<file path="src/rtl/tdc_pulse_gen.sv">
// Start/stop edge-pair generator for TDC calibration: bursts of N+1 pairs, stop trails start by D+1 cycles.
// Optional TDC_PULSE_GEN_GAP_EN adds cfg_gap (inter-pair gap of G+1 cycles); otherwise the gap is 1 cycle.
module tdc_pulse_gen #(
  parameter int CNT_W   = 8,
  parameter int BURST_W = 4
) (
  input  logic               clk,
  input  logic               rst,
  input  logic               go,
  input  logic               abort,
  input  logic [CNT_W-1:0]   cfg_delay,
  input  logic [CNT_W-1:0]   cfg_width,
  input  logic [BURST_W-1:0] cfg_count,
`ifdef TDC_PULSE_GEN_GAP_EN
  input  logic [CNT_W-1:0]   cfg_gap,
`endif
  output logic               ready,
  output logic               busy,
  output logic               start_out,
  output logic               stop_out,
  output logic               done,
  output logic [BURST_W-1:0] pair_idx
);

  typedef enum logic [1:0] {IDLE, PAIR, GAP} state_t;

  state_t             state;
  logic [CNT_W:0]     cnt;
  logic [CNT_W-1:0]   d_q;
  logic [CNT_W-1:0]   w_q;
  logic [BURST_W-1:0] n_q;

  logic [CNT_W:0] d_ext;
  logic [CNT_W:0] w_ext;
  logic [CNT_W:0] stop_lo;
  logic [CNT_W:0] last_cnt;
  logic [CNT_W:0] cnt_nx;
  logic           gap_last;

  assign d_ext    = {1'b0, d_q};
  assign w_ext    = {1'b0, w_q};
  assign stop_lo  = d_ext + (CNT_W+1)'(1);
  // The stop window ends exactly on the last count of the pair, so last_cnt doubles as its upper bound.
  assign last_cnt = stop_lo + w_ext;
  assign cnt_nx   = cnt + (CNT_W+1)'(1);

`ifdef TDC_PULSE_GEN_GAP_EN
  logic [CNT_W-1:0] g_q;
  logic [CNT_W-1:0] gcnt;
  assign gap_last = (gcnt == g_q);
`else
  assign gap_last = 1'b1;
`endif

  // Outputs are registered from the next count value so each pulse lines up with its cycle.
  always_ff @(posedge clk) begin
    if (rst) begin
      state     <= IDLE;
      cnt       <= '0;
      d_q       <= '0;
      w_q       <= '0;
      n_q       <= '0;
      ready     <= 1'b1;
      busy      <= 1'b0;
      start_out <= 1'b0;
      stop_out  <= 1'b0;
      done      <= 1'b0;
      pair_idx  <= '0;
`ifdef TDC_PULSE_GEN_GAP_EN
      g_q       <= '0;
      gcnt      <= '0;
`endif
    end else begin
      done <= 1'b0;
      unique case (state)
        IDLE: begin
          if (go && !abort) begin
            d_q       <= cfg_delay;
            w_q       <= cfg_width;
            n_q       <= cfg_count;
`ifdef TDC_PULSE_GEN_GAP_EN
            g_q       <= cfg_gap;
`endif
            state     <= PAIR;
            cnt       <= '0;
            pair_idx  <= '0;
            ready     <= 1'b0;
            busy      <= 1'b1;
            start_out <= 1'b1;
            stop_out  <= 1'b0;
          end
        end
        PAIR: begin
          if (abort) begin
            state     <= IDLE;
            ready     <= 1'b1;
            busy      <= 1'b0;
            start_out <= 1'b0;
            stop_out  <= 1'b0;
            pair_idx  <= '0;
          end else if (cnt == last_cnt) begin
            start_out <= 1'b0;
            stop_out  <= 1'b0;
            if (pair_idx == n_q) begin
              state    <= IDLE;
              ready    <= 1'b1;
              busy     <= 1'b0;
              done     <= 1'b1;
              pair_idx <= '0;
            end else begin
              state <= GAP;
`ifdef TDC_PULSE_GEN_GAP_EN
              gcnt  <= '0;
`endif
            end
          end else begin
            cnt       <= cnt_nx;
            start_out <= (cnt_nx <= w_ext);
            stop_out  <= (cnt_nx >= stop_lo);
          end
        end
        GAP: begin
          if (abort) begin
            state    <= IDLE;
            ready    <= 1'b1;
            busy     <= 1'b0;
            pair_idx <= '0;
          end else if (gap_last) begin
            state     <= PAIR;
            cnt       <= '0;
            pair_idx  <= pair_idx + BURST_W'(1);
            start_out <= 1'b1;
          end else begin
`ifdef TDC_PULSE_GEN_GAP_EN
            gcnt <= gcnt + CNT_W'(1);
`endif
          end
        end
        default: state <= IDLE;
      endcase
    end
  end

endmodule
</file>
<file path="config.mk">
export PLATFORM = sky130hd
export DESIGN_NAME = tdc_pulse_gen
export DESIGN_NICKNAME = d
export VERILOG_FILES = /design/src/rtl/tdc_pulse_gen.sv
export SDC_FILE = /design/constraint.sdc
export NUM_CORES = 1
export LEC_CHECK = 0
export CORE_AREA = 2 2 78 80
export DETAILED_ROUTE_END_ITERATION = 16
export DIE_AREA = 0 0 80 82
export GPL_TIMING_DRIVEN = 0
export MAX_ROUTING_LAYER = met4
export PLACE_DENSITY = 0.74
export SLEW_MARGIN = 20
export SYNTH_ARGS = -nofsm -noshare
export SYNTH_HDL_FRONTEND = slang
export SYNTH_SLANG_ARGS = --single-unit
</file>
<file path="constraint.sdc">
create_clock -name clk -period 6.4 [get_ports clk]
set_clock_uncertainty 0.05 [all_clocks]
set_input_delay 1.28 -clock clk [delete_from_list [all_inputs] [get_ports clk]]
set_output_delay 1.28 -clock clk [all_outputs]
set_load 0.005 [all_outputs]
</file>
== After elaboration in Yosys (flattened, before gate mapping) ==
Index checks and enable logic that the tools add are counted.
Widths: inputs -> output; s select.
Word-level totals
  register bits: 40
  input port bits: 24
  output and inout bits: 9
  logic and storage cells: 80
Cells by class
  add/sub/neg operators: 4
  magnitude comparators: 2
  eq/ne operators: 11
  multiplexer cells: 37
  bitwise gates (word level): 2
  reductions and logical operators: 13
Operator list (number)
  $mux 9: 4
  $pmux 9 s3: 1
  $mux 4: 5
  $mux 1: 17
  $pmux 4 s3: 1
  $ne 2x2->1 const B: 5
  $reduce_and 5->1: 2
  $add 8x1->9 const B: 1
  $add 9x1->9 const B: 1
  $add 9x8->9: 1
  $eq 9x9->1: 1
  $ge 9x9->1: 1
  $le 9x8->1: 1
  $pmux 1 s3: 3
  $mux 2: 4
  $ne 3x3->1 const B: 2
  $pmux 2 s3: 1
  $reduce_and 2->1: 3
  $add 4x1->4 const B: 1
  $eq 4x4->1: 1
  $reduce_and 4->1: 1
  $reduce_or 4->1: 1
  $reduce_and 3->1: 1
  $reduce_bool 3->1: 1
  other kinds (8): 9

== Longest topological paths before layout ==
Gate-level depths: netlist of run 1.
  depth in word-level cells: 6
  gate-level depth with buffers: 12

== Worst setup path after synthesis of run 1 ==
No wires, ideal clock.
  path type: reg-to-reg
  start: register d_q[0]
  end: register cnt[0]
  arrival: 2688 ps
  path slack: 3541 ps
  cell stages (with the launch flop): 11
  buffers on the path: 0
  clock period less this slack: 2859 ps
  cells stage by stage: dfxtp_1 and3_1 nand3_1 xnor2_1 ha_1 a2111o_1 o22ai_2 xnor3_2 a41oi_2 a21oi_2 mux2_2
On the way
  cells in the longest elaborated chain, start to end: 5
Ends and longest elaborated chain
  start: declaration: RTL line 29  | logic [CNT_W-1:0] d_q;
  start signal: assignment: RTL line 78  | d_q <= cfg_delay;
  $add 8x1->9: RTL line 42  | assign stop_lo = d_ext + (CNT_W+1)'(1);
  $add 9x8->9: RTL line 44  | assign last_cnt = stop_lo + w_ext;
  $eq 9x9->1: RTL line 101  | end else if (cnt == last_cnt) begin
  $ne 2x2->1 (no source line)
  $reduce_and 5->1 (no source line)
  end signal: assignment: RTL line 117  | cnt <= cnt_nx;
  end: declaration: RTL line 28  | logic [CNT_W:0] cnt;
No other way between the ends.
A chain may end at the register's enable or synchronous reset.

== Worst setup path in the final report of run 1 ==
Same ends and word-level chain as after synthesis.

==> reports/qor.txt, run 1 <==
status: finished, final reports clean
Mapped Cells: 344
main combinational cell family by area after synthesis: simple AND/OR/NAND/NOR gates
vias in the first global route: 2,450
sequential area share after synthesis: 27.41%
crit end category: register
max_cap viols: 0
min Tclk post-route: 3.313 ns
Routed WL: 6459 um
commonest register cell after synthesis: dfxtp_1
total CTS buffers: 5
Synth top area share: 27.41%
Post-Syn Area: 2922 um^2
post-route ant nets: 0
Hold Buf Count CTS: 0
clk_lat worst skew: 0.29 ns
Die Span X: 80 um
NumNets Final: 441
CTS Buffer Depth: 2
DR pass1 iterations: 4
Vias: 2,479
CTS Root Buffer Type: clkbuf_8
n_diodes: 0
DRT iter0 DRCs: 108
max-slew violation count: 0
Mean Syn Cell Area: 8.493 um^2
antenna violations before repair: 0
Startpoint Class: register
clock transition at the registers of the reported paths: 0.08 ns
PD cells: 215.6 nW/um^2
H-Tree Level Count: 2
routed vias/inst: 5.401
worst-path fanout max: 9
Rows: 28
DPL Wire Length: 5123 um
synth-to-layout area growth: 17.86%
endpoints failing hold: 0
WP data arrival: 3.44 ns
commonest non-fill, non-tap cell in the layout: nand2_1
Peak Freq: 0.3018 GHz
XOR/XNOR Fraction of Synth Area: 10.36%
# setup viols final: 0
YS warnings: 0
total grt overflow: 0
post-synthesis mux area share: 2.227%
die footprint: 6560 um^2
maximum vdd drop: 0.0001433 V
critical path type: reg -> reg
top-level I/O count: 33
core area: 5746 um^2
Yosys top cell by area: dfxtp_1
main area contributors after synthesis: dfxtp_1 27%, ha_1 14%, xnor2_1 6.9%, nand2_1 6.3%, a21oi_1 4.6%
Starting Density: 50.85%
dpl cells: 451
EDFF count, synth: 0
postcts setup bufs: 0
P_leak: 0.001373 uW
fin area: 3443 um^2
port buffer count: 32
post-CTS resize count: 0
clk sink count: 40
Post-Synth Simple-Gate Area: 23.13%
worst min path class: reg -> reg
global-route wire length before repair: 11,010 um
Adder-Cell Fraction of Synth Area: 14.82%
RSZ-0062 raised after global routing: false
Post-Layout Cell Count: 459
Filler Cell Count: 564
GRT Total Usage: 21.85%
Worst EP required: 6.53 ns
setup total negative slack: 0 ns
DRC viols: 0
DR WL/cell: 14.07 um
post-synthesis compound-gate area fraction: 17.26%
most frequent cells in the layout: 49 x nand2_1, 40 x dfxtp_1, 33 x ha_1
Final period util: 51.77%
Least-Margin Pin Slew: 0.5657 ns
chip height: 82 um
Synth cell types: 55
RD Place Congestion: 0.9005
share of cells above drive strength 1: 8.073%
Mapped Nets: 402
FF+latch count, synth: 40
Post-Place Cell Area: 3336 um^2
Max transition margin: 62.15%
largest net degree at the start of global routing: 13
fraction of registers with async set/reset: 0%
CTS tree: yes
[sequential cells by signal (all words and copies together) (netlist names)]
signal,flops
stop_out,1
n_q,4
done,1
pair_idx,4
start_out,1
cnt,9
busy,1
state,2
d_q,8
ready,1
w_q,8
[final timing paths]
path | from | end | slack, ns | cells after the start
worst max-delay path | d_q[0] | cnt[0] | 3.09 | 11
worst min-delay path | n_q[2] | n_q[2] | 0.43 | 2
worst max register to register | d_q[0] | cnt[0] | 3.09 | 11
worst min register to register | n_q[2] | n_q[2] | 0.43 | 2
[cell families (layout without fill, tap and decap cells)]
logic type,count (synthesis),after routing
flip-flops,40,40
adder cells (fa/ha/maj),34,34
multiplexers,6,6
AO/OA/AOI/OAI,69,69
XOR/XNOR,32,32
AND/OR/NAND/NOR,131,131
buffers and inverters,32,72
[final cells by class]
class | instances | area [um^2] | share of cell area (%)
multi-input combinational | 272 | 1981 | 57.52
sequential | 40 | 800.8 | 23.26
timing repair buffer | 32 | 320.3 | 9.302
tap | 75 | 93.84 | 2.725
inverter | 21 | 78.83 | 2.289
clock buffer | 6 | 72.57 | 2.108
buffer | 11 | 61.31 | 1.781
clock inverter | 2 | 35.03 | 1.017
[per-layer routing]
| metal | vias up | global-route usage (%) | part of all wire, % |
|---|---|---|---|
| met2 | 41 | 39.00 | 51 |
| met5 | - | - | 0 |
| met1 | 1147 | 25.80 | 45 |
| met4 | 0 | 6.102 | 1.3 |
| li1 | 1282 | - | - |
| met3 | 9 | 2.967 | 2.6 |
[cell usage after synthesis (all sizes together) (10+ instances only)]
cell type,number
o21ai,10
a21oi,28
inv,21
nand3,15
clkbuf,11
dfxtp,40
ha,33
nor2b,11
nand2b,10
nor2,19
nand2,50
xnor2,24
[report_power, final]
group | internal (uW) | switching (uW)
Combinational | 115 | 137
Clock | 116 | 88.2
Sequential | 269 | 17.9
[worst max-delay path, cell delays in order (launching register included)]
cell and delay, ns:
dfxtp_1 0.41, ha_1 0.22, nand3_1 0.14, nor2_1 0.23, xor2_1 0.21, ha_1 0.29, o21a_1 0.21, o22ai_2 0.17
xnor3_2 0.33, a41oi_2 0.45, a21oi_2 0.19, mux2_2 0.31
[through the flow]
step	power [uW]	util (%)	worst slack, ns	hold WS, ns
4_1_cts	749.7	59.93	3.113	0.4335
6_report	742.4	59.93	3.087	0.4347
2_1_floorplan	468.8	-	3.541	0.3988
3_3_place_gp	536.8	58.06	3.004	0.4163
5_1_grt	790.0	59.93	2.878	0.4627
3_5_place_dp	543.6	58.06	2.972	0.4215
Note: power is estimated with default switching activity, not from simulation.
==> run 2: changes to the inputs <==
==> constraint.sdc (replaced) <==
create_clock -name clk -period 3.2 [get_ports clk]
set_clock_uncertainty 0.05 [all_clocks]
set_input_delay 0.64 -clock clk [delete_from_list [all_inputs] [get_ports clk]]
set_output_delay 0.64 -clock clk [all_outputs]
set_load 0.005 [all_outputs]
==> reports/qor.txt, run 2 (synthesized netlist as in run 1, its figures left out) <==
core area: 5746 um^2
H-Tree Level Count: 2
maximum vdd drop: 0.0002808 V
FF-to-FF Start: d_q[4]
max reg flops: 9
NumNets Final: 453
Vias: 2,610
Least-Margin Pin Slew: 0.6310 ns
clock transition at the registers of the reported paths: 0.08 ns
CTS tree: yes
CTS Root Buffer Type: clkbuf_8
worst-path fanout max: 6
worst min path class: reg -> reg
critical path type: reg -> reg
crit end category: register
Largest Register: cnt
share of cells above drive strength 1: 17.42%
DRC viols: 0
Hold Crit Start: n_q[2]
total grt overflow: 0
n_diodes: 0
Routed WL: 7295 um
chip height: 82 um
WP data arrival: 3.28 ns
Worst Hold Depth: 2
Starting Density: 50.85%
Final period util: 98.26%
total CTS buffers: 5
DR pass1 iterations: 4
post-route ant nets: 0
largest net degree at the start of global routing: 13
DR WL/cell: 15.49 um
max_cap viols: 0
Filler Cell Count: 497
DP Worst Slack: -0.04222 ns
PD cells: 416.7 nW/um^2
antenna violations before repair: 0
Top Registers: cnt (9), d_q (8), w_q (8)
Rows: 28
RD Place Congestion: 0.9005
Reg2Reg Depth: 11
min Tclk post-route: 3.144 ns
Worst Hold End: n_q[2]
vias in the first global route: 2,522
P_leak: 0.001471 uW
status: finished, final reports clean
CTS Buffer Depth: 2
Startpoint Class: register
endpoints failing hold: 0
max-slew violation count: 0
Max transition margin: 57.78%
top-level I/O count: 33
global-route wire length before repair: 11,250 um
# setup viols final: 0
Die Span X: 80 um
clk sink count: 40
Worst EP required: 3.34 ns
commonest non-fill, non-tap cell in the layout: nand2_1
routed vias/inst: 5.541
flop2flop setup slack: 0.06 ns
port buffer count: 32
die footprint: 6560 um^2
Peak Freq: 0.3180 GHz
GRT Total Usage: 22.48%
Hold Buf Count CTS: 0
worst r2r dst: pair_idx[0]
clk_lat worst skew: 0.29 ns
most frequent cells in the layout: 49 x nand2_1, 36 x dfxtp_1, 32 x clkdlybuf4s50_1
DRT iter0 DRCs: 134
worst setup margin: 0.05576 ns
setup total negative slack: 0 ns
synth-to-layout area growth: 29.55%
DPL Wire Length: 5123 um
==> run 2: layout make-up <==
type                            instances  area, um^2  share of cell area [%]
Inverter                               21       78.83                   2.083
Timing Repair Buffer                   43       415.4                   10.98
Multi-Input combinational cell        273        2217                   58.58
Clock inverter                          2       35.03                  0.9256
Tap cell                               75       93.84                   2.479
Buffer                                 11       61.31                   1.620
Sequential cell                        40       810.8                   21.42
Clock buffer                            6       72.57                   1.917
==> run 2: routing by layer <==
layer | part of all wire (%) | track usage [%] | routed length, um
met1 | 43 | 25.44 | 3163
met5 | 0 | - | 0
met2 | 51 | 39.83 | 3734
met3 | 3.1 | 3.846 | 226
met4 | 2.3 | 8.475 | 170
==> run 2: stage by stage <==
stage	hold slack, ns	utilization [%]	std cells	total power (uW)	area, um^2
final	0.4349	65.88	471	1577	3785
after floorplan	0.3988	-	344	937.6	2922
after CTS	0.4335	61.74	464	1537	3547
after detailed placement	0.4215	58.06	451	1087	3336
after global placement	0.4163	58.06	451	1074	3336
after global routing	0.4627	65.88	471	1670	3785
==> run 2: power by group <==
group          leakage [uW]  switching [uW]  internal (uW)  total, uW
Combinational       0.00109             308            278        587
Clock             0.0000552             178            232        410
Sequential         0.000328            42.7            538        581
==> run 2: worst max-delay path: stages, from the launching register on <==
cell      delay [ns]
dfxtp_4         0.39
and3_4          0.20
nand3_4         0.13
nor2_4          0.14
xor2_1          0.10
ha_1            0.23
a2111o_1        0.40
o22ai_2         0.15
xnor3_2         0.35
a41oi_4         0.36
nand2b_4        0.22
mux2_1          0.31
==> run 2: how the worst max path moves through the flow <==
stage	from	slack [ns]	cells past startpoint	to
floorplan	d_q[0]	0.34	10	cnt[0]
global placement	d_q[0]	0.009	11	busy
detailed placement	d_q[0]	-0.04	10	cnt[0]
CTS	d_q[0]	0.008	11	cnt[0]
global route	d_q[2]	-0.06	11	cnt[0]
finish	d_q[4]	0.06	11	pair_idx[0]
==> run 2: timing repair <==
item,in CTS,in global routing
resized for setup,8,31
endpoints found under the setup margin,8,18
endpoints found under the hold margin,0,0
gates cloned,0,1
pin swaps,4,10
buffers inserted,5,6
